### src/rtl/up_down_count_decoder.sv
// -----------------------------------------------------------------------------
// up_down_count_decoder
//
// Purpose:
//   Receive-side companion to up_down_counter. Samples the observed count bus,
//   classifies each step as HOLD / UP (+1) / DOWN (-1) / ERR (anything else,
//   modulo 2**WIDTH), flags wrap events and illegal steps, and keeps a
//   saturating tally of illegal steps. The first sample after reset only
//   acquires a reference value, so a post-reset jump is never an error.
//
// Optional feature:
//   STALL_DETECT_EN - when defined, counts consecutive HOLD samples and raises
//                     'stalled' once STALL_LIMIT of them have been seen. When
//                     undefined, 'stalled' is tied to 0.
//
// Parameters:
//   WIDTH        width of the observed count bus
//   ERR_CNT_W    width of the saturating illegal-step counter
//   STALL_LIMIT  consecutive HOLD samples before 'stalled' asserts
//
// Ports:
//   clk        in   rising-edge clock
//   reset      in   asynchronous, active-high reset
//   count_in   in   observed counter value
//   sample_en  in   1 = sample count_in this cycle, 0 = freeze all state
//   dir_up     out  level: last classified step was +1
//   dir_down   out  level: last classified step was -1
//   wrap_up    out  1-cycle pulse: step max -> 0
//   wrap_down  out  1-cycle pulse: step 0 -> max
//   step_err   out  1-cycle pulse: illegal step detected
//   err_cnt    out  saturating count of illegal steps
//   state      out  FSM state encoding (debug)
//   stalled    out  level: count held for >= STALL_LIMIT samples
// -----------------------------------------------------------------------------
module up_down_count_decoder #(
    parameter int WIDTH       = 4,
    parameter int ERR_CNT_W   = 8,
    parameter int STALL_LIMIT = 8
) (
    input  logic                 clk,
    input  logic                 reset,
    input  logic [WIDTH-1:0]     count_in,
    input  logic                 sample_en,
    output logic                 dir_up,
    output logic                 dir_down,
    output logic                 wrap_up,
    output logic                 wrap_down,
    output logic                 step_err,
    output logic [ERR_CNT_W-1:0] err_cnt,
    output logic [2:0]           state,
    output logic                 stalled
);

    typedef enum logic [2:0] {
        ST_ACQ  = 3'd0,
        ST_HOLD = 3'd1,
        ST_UP   = 3'd2,
        ST_DOWN = 3'd3,
        ST_ERR  = 3'd4
    } state_e;

    localparam logic [WIDTH-1:0] CNT_MAX = '1;
    localparam logic [WIDTH-1:0] CNT_ONE = WIDTH'(1);

    state_e                 state_q, state_d;
    logic [WIDTH-1:0]       prev_q, prev_d;
    logic                   prev_valid_q, prev_valid_d;
    logic                   dir_up_q, dir_up_d;
    logic                   dir_down_q, dir_down_d;
    logic                   wrap_up_q, wrap_up_d;
    logic                   wrap_down_q, wrap_down_d;
    logic                   step_err_q, step_err_d;
    logic [ERR_CNT_W-1:0]   err_cnt_q, err_cnt_d;

    logic [WIDTH-1:0]       delta;
    logic                   classify;

    // Modulo-2**WIDTH difference: wrap steps fall out as +1 / -1 naturally.
    assign delta = count_in - prev_q;

    // A sample is classified only once a reference value has been acquired
    // and the FSM sits in one of the legal post-acquisition states.
    assign classify = sample_en && prev_valid_q &&
                      (state_q inside {ST_HOLD, ST_UP, ST_DOWN, ST_ERR});

    // -------------------------------------------------------------------------
    // Next-state / output decode
    // -------------------------------------------------------------------------
    always_comb begin
        // NOTE: every signal driven here gets a default first, so no path
        // leaves one unassigned and no latch is inferred.
        state_d      = state_q;
        prev_d       = prev_q;
        prev_valid_d = prev_valid_q;
        dir_up_d     = dir_up_q;
        dir_down_d   = dir_down_q;
        err_cnt_d    = err_cnt_q;
        wrap_up_d    = 1'b0;
        wrap_down_d  = 1'b0;
        step_err_d   = 1'b0;

        if (!(state_q inside {ST_ACQ, ST_HOLD, ST_UP, ST_DOWN, ST_ERR})) begin
            // Unreachable encodings recover to ACQ even while frozen, so a
            // corrupted state cannot persist behind a deasserted sample_en.
            state_d      = ST_ACQ;
            prev_valid_d = 1'b0;
        end else if (sample_en && !classify) begin
            // Acquisition: take a reference value only, no classification.
            prev_d       = count_in;
            prev_valid_d = 1'b1;
            state_d      = ST_HOLD;
        end else if (classify) begin
            prev_d = count_in;
            if (delta == '0) begin
                state_d    = ST_HOLD;
                dir_up_d   = 1'b0;
                dir_down_d = 1'b0;
            end else if (delta == CNT_ONE) begin
                state_d    = ST_UP;
                dir_up_d   = 1'b1;
                dir_down_d = 1'b0;
                wrap_up_d  = (prev_q == CNT_MAX);
            end else if (delta == CNT_MAX) begin
                state_d     = ST_DOWN;
                dir_up_d    = 1'b0;
                dir_down_d  = 1'b1;
                wrap_down_d = (prev_q == '0);
            end else begin
                state_d    = ST_ERR;
                dir_up_d   = 1'b0;
                dir_down_d = 1'b0;
                step_err_d = 1'b1;
                if (err_cnt_q != '1) begin
                    err_cnt_d = err_cnt_q + ERR_CNT_W'(1);
                end
            end
        end
    end

    // -------------------------------------------------------------------------
    // State registers
    // -------------------------------------------------------------------------
    // NOTE: sequential state uses non-blocking assignments so every register
    // samples the pre-edge values regardless of statement order.
    always_ff @(posedge clk or posedge reset) begin
        if (reset) begin
            state_q      <= ST_ACQ;
            prev_q       <= '0;
            prev_valid_q <= 1'b0;
            dir_up_q     <= 1'b0;
            dir_down_q   <= 1'b0;
            wrap_up_q    <= 1'b0;
            wrap_down_q  <= 1'b0;
            step_err_q   <= 1'b0;
            err_cnt_q    <= '0;
        end else begin
            state_q      <= state_d;
            prev_q       <= prev_d;
            prev_valid_q <= prev_valid_d;
            dir_up_q     <= dir_up_d;
            dir_down_q   <= dir_down_d;
            wrap_up_q    <= wrap_up_d;
            wrap_down_q  <= wrap_down_d;
            step_err_q   <= step_err_d;
            err_cnt_q    <= err_cnt_d;
        end
    end

    // -------------------------------------------------------------------------
    // Optional stall detection
    // -------------------------------------------------------------------------
`ifdef STALL_DETECT_EN
    localparam int              HR_W     = $clog2(STALL_LIMIT + 1);
    localparam logic [HR_W-1:0] HR_LIMIT = HR_W'(STALL_LIMIT);

    logic [HR_W-1:0] hold_run_q, hold_run_d;
    logic            stalled_q, stalled_d;

    always_comb begin
        hold_run_d = hold_run_q;
        if (classify) begin
            if (state_d == ST_HOLD) begin
                if (hold_run_q != HR_LIMIT) begin
                    hold_run_d = hold_run_q + HR_W'(1);
                end
            end else begin
                hold_run_d = '0;
            end
        end
        stalled_d = (hold_run_d == HR_LIMIT);
    end

    always_ff @(posedge clk or posedge reset) begin
        if (reset) begin
            hold_run_q <= '0;
            stalled_q  <= 1'b0;
        end else begin
            hold_run_q <= hold_run_d;
            stalled_q  <= stalled_d;
        end
    end

    assign stalled = stalled_q;
`else
    assign stalled = 1'b0;
`endif

    // -------------------------------------------------------------------------
    // Outputs
    // -------------------------------------------------------------------------
    assign state     = state_q;
    assign dir_up    = dir_up_q;
    assign dir_down  = dir_down_q;
    assign wrap_up   = wrap_up_q;
    assign wrap_down = wrap_down_q;
    assign step_err  = step_err_q;
    assign err_cnt   = err_cnt_q;

endmodule

### config.mk
export PLATFORM = sky130hd
export DESIGN_NAME = up_down_count_decoder
export DESIGN_NICKNAME = d
export VERILOG_FILES = /design/src/rtl/up_down_count_decoder.sv
export SDC_FILE = /design/constraint.sdc
export NUM_CORES = 1
export LEC_CHECK = 0
export ABC_AREA = 1
export CORE_MARGIN = 3
export CORE_UTILIZATION = 50
export CTS_BUF_LIST = sky130_fd_sc_hd__clkbuf_4 sky130_fd_sc_hd__clkbuf_8
export DETAILED_ROUTE_END_ITERATION = 12
export PLACE_DENSITY = 0.82
export REMOVE_ABC_BUFFERS = 1
export SLEW_MARGIN = 20
export SYNTH_ARGS = -nofsm -noshare
export SYNTH_HDL_FRONTEND = slang
export SYNTH_SLANG_ARGS = --single-unit
export TNS_END_PERCENT = 30
### constraint.sdc
create_clock -name clk -period 2.25 [get_ports clk]
set_input_delay 0.225 -clock clk [delete_from_list [all_inputs] [get_ports clk]]
set_output_delay 0.225 -clock clk [all_outputs]
set_load 0.03 [all_outputs]
* Word level (Yosys, flattened, before mapping)
Index checks and enable logic that the tools add are counted.
** Word-level totals
- Register bits :: 21
- Latch bits :: 0
- Bits in writable memories :: 0
- ROM bits :: 0
- Input port bits :: 7
- Output and inout bits :: 17
- Logic and storage cells :: 70
- Memories kept :: 0
** Operators by class
- $add $sub $neg :: 2
- Multipliers :: 0
- Divide/modulo/power cells :: 0
- Magnitude comparators :: 0
- Equality and inequality tests :: 10
- Shifts and indexed selects :: 0
- Muxes and demuxes :: 32
- Bitwise gates (word level) :: 4
- Reduce and logical (&&, ||, !) cells :: 13
** Operators by type and width (count)
- 2-to-1 mux 1 bit :: 24
- 2-to-1 mux 3 bit :: 6
- adder 8 x 1 -> 8 bit (second input constant) :: 1
- == test 4 bit (second input constant) :: 2
- zero test 4 bit :: 2
- 2-to-1 mux 4 bit :: 2
- != test 8 bit (second input constant) :: 1
- AND reduction 7 bit :: 1
- == test 3 x 2 -> 1 bit (second input constant) :: 2
- nonzero test 5 bit :: 1
- == test 4 x 1 -> 1 bit (second input constant) :: 1
- NOT 1 bit :: 4
- nonzero test 4 bit :: 1
- subtractor 4 bit :: 1
- == test 3 x 1 -> 1 bit (second input constant) :: 1
- == test 3 bit (second input constant) :: 1
- logical AND 1 bit :: 3
- zero test 3 bit :: 1
- != test 3 x 2 -> 1 bit (second input constant) :: 1
- AND reduction 3 bit :: 1
- != test 2 x 1 -> 1 bit (second input constant) :: 1
- AND reduction 2 bit :: 1
- nonzero test 2 bit :: 1
- zero test 1 bit :: 1

* Logic depth before layout (Yosys ltp)
Gate-level depths: netlist of the first run.
- Depth after elaboration :: 8
- Depth in mapped cells :: 13
- Depth with buffers taken out :: 13

* Least setup slack after synthesis of the first run
Ideal clock, no wire load.
- Path kind :: register to register
- Start point :: register prev_q[0]
- End point :: register err_cnt_q[0] (netlist: err_cnt[0])
- Setup time :: 0.119 ns
- Data arrival time :: 1.767 ns
- Data required time :: 2.131 ns
- Setup slack :: 0.364 ns
- Stages on the path, launching flop included :: 11
- Path buffers :: 0
- Period minus slack after synthesis :: 1.886 ns
- Cells stage by stage :: dfrtp_1 ha_1 inv_1 fa_1 nand2_1 nor3_1 nand3_1 nand2_4 nor2_8 nand3_1 nand2_1
** Between the ends
- Word-level cells in the longest chain between the ends :: 4
- Elaborated cells on any way between the ends :: 8
- Classes of those cells :: add/sub: 1; eq/ne: 2; bitwise: 3; reduce/logical: 2
** Ends and longest elaborated chain
- start: declaration :: RTL line 66 : logic [WIDTH-1:0] prev_q, prev_d;
- start signal: assignment :: RTL line 158 : prev_q <= prev_d;
- subtractor 4 bit (*) :: RTL line 79 : assign delta = count_in - prev_q;
- == test 4 bit, or another cell as far along :: RTL line 123 : end else if (delta == CNT_MAX) begin
- NOT 1 bit (no source line)
- AND reduction 7 bit (no source line) (*)
- end signal: assignment :: RTL line 165 : err_cnt_q <= err_cnt_d;
- end: declaration :: RTL line 73 : logic [ERR_CNT_W-1:0] err_cnt_q, err_cnt_d;
Every way passes the cells marked *; elsewhere a longest branch is shown, timed or not.
A chain may end at the register's enable or synchronous reset.

* Worst setup path in the final report of the first run
- Start point :: register prev_q[0]
- End point :: register err_cnt_q[3] (netlist: err_cnt[3])
Same word-level chain as after synthesis.

==> results of run 1 <==
## kinds of logic (layout without fill, tap and decap cells)
logic type | Yosys count | count (layout) | synth area share [%]
adder cells (fa/ha/maj) | 5 | 5 | 5.95
XOR/XNOR | 5 | 5 | 3.72
AND/OR/NAND/NOR | 83 | 83 | 34.1
flip-flops | 21 | 21 | 44.6
buffers and inverters | 19 | 44 | 6.38
other | 1 | 1 | 0.319
AO/OA/AOI/OAI | 11 | 11 | 4.89
## metrics by stage
stage | cell area (um2) | hold WS, ns | total power, uW
4_1_cts | 1450 | 0.405 | 1690
5_1_grt | 1470 | 0.424 | 1860
3_3_place_gp | 1420 | 0.489 | 1470
3_5_place_dp | 1420 | 0.488 | 1500
2_1_floorplan | 1170 | 0.202 | 1210
6_report | 1470 | 0.377 | 1710
## report_power, final
part	total, uW	internal [uW]	switching (uW)
Sequential	589	492	97.5
Clock	191	80.9	111
Combinational	928	348	580
## Yosys cell counts
library cell  instances
buf_4                 1
o21a_1                1
nor2_8                1
nor3_4                1
dfrtp_1              21
nand4_1               1
nor2_1               14
nor3_2                1
nand3_2               2
nand2_4               1
a21oi_1               2
conb_1                1
nand2_1              42
nor3_1                1
fa_1                  1
o21ai_1               1
o21ai_0               7
nand4_2               1
inv_2                 2
clkinv_1              1
xnor2_1               3
inv_1                15
xor2_1                2
nand3_1              18
ha_1                  4
## routing by layer
layer  vias to the layer above  track usage [%]  wire [um]
met5                         -                0          0
met4                         0             5.39         30
met3                         4             2.45         62
met2                        20             30.5       1100
met1                       458             23.8       1150
li1                        514                -          -
## state kept, by name (all words and copies together), names as in the netlist
name,cells
step_err,1
dir_up,1
wrap_up,1
prev_valid_q,1
err_cnt,8
state,3
prev_q,4
dir_down,1
wrap_down,1
## final timing paths
| path | startpoint | endpoint | slack (ns) | cells past startpoint |
|---|---|---|---|---|
| setup / recovery | prev_q[0] | err_cnt[3] | 0.23 | 10 |
| hold / removal | reset | step_err | 0.38 | 2 |
| setup reg to reg | prev_q[0] | err_cnt[3] | 0.23 | 10 |
| hold reg to reg | dir_down | dir_down | 0.51 | 1 |
| max in group asynchronous | reset | err_cnt[6] | 1.39 | 2 |
| min in group clk | count_in[0] | prev_q[0] | 0.51 | 3 |
## worst max-delay path, delay by kind of cell (launching register included)
kind                     cells  cell delay, ns
flip-flops                   1            0.42
buffers and inverters        1            0.06
AND/OR/NAND/NOR              7            0.77
adder cells (fa/ha/maj)      2            0.66
## timing repair
action                                  CTS  global route
hold buffers                              0             0
gates resized for setup                   0             3
endpoints found under the hold margin     0             0
endpoints found under the setup margin    0             8
## layout make-up
class / instances / share of cell area (%)
clock buffer: 4 / 2.04
inverter: 18 / 4.59
multi-input combinational: 105 / 40.4
sequential: 21 / 35.7
tap: 27 / 2.29
timing repair buffer: 22 / 15.0
==> flow_metrics.py, run 1 <==
metrics = {
    "power_and_ir_drop": {
        "leakage_uw": 0.000728,
        "p_per_area_mw_per_mm2": 1160,
        "ir_worst_vdd_mv": 0.641,
    },
    "global_routing": {
        "first_global_vias": 923,
        "antenna_found_initial": 0,
        "grtUsageTotal_pct": 18.0,
        "grt_pass1_wl_mm": 3.85,
        "grt_max_degree": 22,
        "overflow": 0,
    },
    "timing": {
        "min_period_ns": 2.02,
        "max_slew_margin_pct": 47.8,
        "tightestPinTransition_ns": 0.782,
        "finalMaxSlewViolations": 0,
        "finalSetupViolations": 0,
        "hold_violations": 0,
        "finalCritPeriodShare_pct": 89.8,
        "finalSetupTns_ns": 0,
        "fin_skew_ns": 0.00290,
        "fmax_mhz": 495,
        "setup_slack_ns": 0.230,
        "grt_setup_unrepaired": "false",
    },
    "synth": {
        "synth_cell_types": 25,
        "ys_ff_latch": 21,
        "synthCells": 145,
        "ys_seq_area_share_pct": 44.6,
        "syn_area_per_cell_um2": 8.12,
        "yosys_warnings": 0,
        "syn-cell-area_mm2": 0.00118,
        "synth_top_area_cell": "dfrtp_1",
        "synthTopCellsByArea": "dfrtp_1 (45%), nand2_1 (13%), nand3_1 (7.7%)",
        "synth_top_cell_area_share_pct": 44.6,
    },
    "worst_hold_path": {
        "min_path_type": "input pin to async pin",
    },
    "route": {
        "firstDrtPassIters": 4,
        "wl_per_cell_um": 11.9,
        "ant_nets": 0,
        "drc": 0,
        "drt_iter0_markers": 32,
        "wl_mm": 2.34,
        "vias": 996,
        "vias_per_cell": 5.06,
    },
    "worst_setup_path": {
        "worst_ep_required_time_ns": 2.44,
        "slowest_delay_ns": 0.50,
        "cp_max_fo": 9,
        "worstPathArrival_ns": 2.21,
        "slowest_stage": "fa_1",
        "cp_common_cell": "nand2_1",
        "crit_type": "register to register",
        "startpoint_type": "register",
        "worstSetupEndpointType": "register",
        "path_cells": "ha_1, inv_1, fa_1, nand2_1, nor3_2, nand3_2, nand2_4, nor2_8, nand3_1, nand2_1",
    },
    "cts": {
        "h-tree-depth": 1,
        "root_buffer": "clkbuf_4",
        "cts_tree": "done",
        "cts.sinks": 21,
        "cts_buffers": 3,
        "path_clk_slew_ns": 0.12,
        "cts_buffer_depth": 2,
        "post-cts-setup-buffers": 0,
        "clk_latency_ns": 0.29,
    },
    "layout": {
        "area_delta_synth_final_pct": 25.1,
        "nFillCells": 170,
        "final_common_cell": "nand2_1",
        "final_cell_mix": "nand2_1 (42), clkdlybuf4s50_1 (22), dfrtp_1 (21), nand3_1 (17), inv_1 (15)",
        "multi_input_area_um2": 596,
        "nNetsFinal": 183,
        "fin_cells": 197,
        "fin_util_pct": 70.1,
        "diodes": 0,
        "drive_gt1_share_pct": 8.82,
        "seq_area_um2": 526,
    },
    "flow_run": {
        "drv_cap": 0,
    },
    "place": {
        "dpl.hpwl_mm": 1.79,
        "numPortBuffers": 22,
        "place_ws_ns": -0.0991,
        "finalWeightedCongestion": 0.794,
        "dpl.cell_count": 193,
    },
    "die": {
        "die_area_mm2": 0.00297,
        "core_area_mm2": 0.00210,
        "die_y_um": 54.5,
        "rows": 16,
        "ios": 24,
        "initial_core_util_pct": 56.0,
        "die_w_um": 54.5,
    },
    "status": {
        "run_status": "completed",
    },
}
Note: power is estimated with default switching activity, not from simulation.
==> run 2, diff against run 1 <==
--- a/config.mk
+++ b/config.mk
@@ -9,6 +9,7 @@
 export CORE_MARGIN = 3
 export CORE_UTILIZATION = 50
 export CTS_BUF_LIST = sky130_fd_sc_hd__clkbuf_4 sky130_fd_sc_hd__clkbuf_8
+export CTS_CLUSTER_SIZE = 8
 export DETAILED_ROUTE_END_ITERATION = 12
 export PLACE_DENSITY = 0.82
 export REMOVE_ABC_BUFFERS = 1
==> results of run 2 <==
No change in the layout: final DEF, timing and power equal those of run 1.
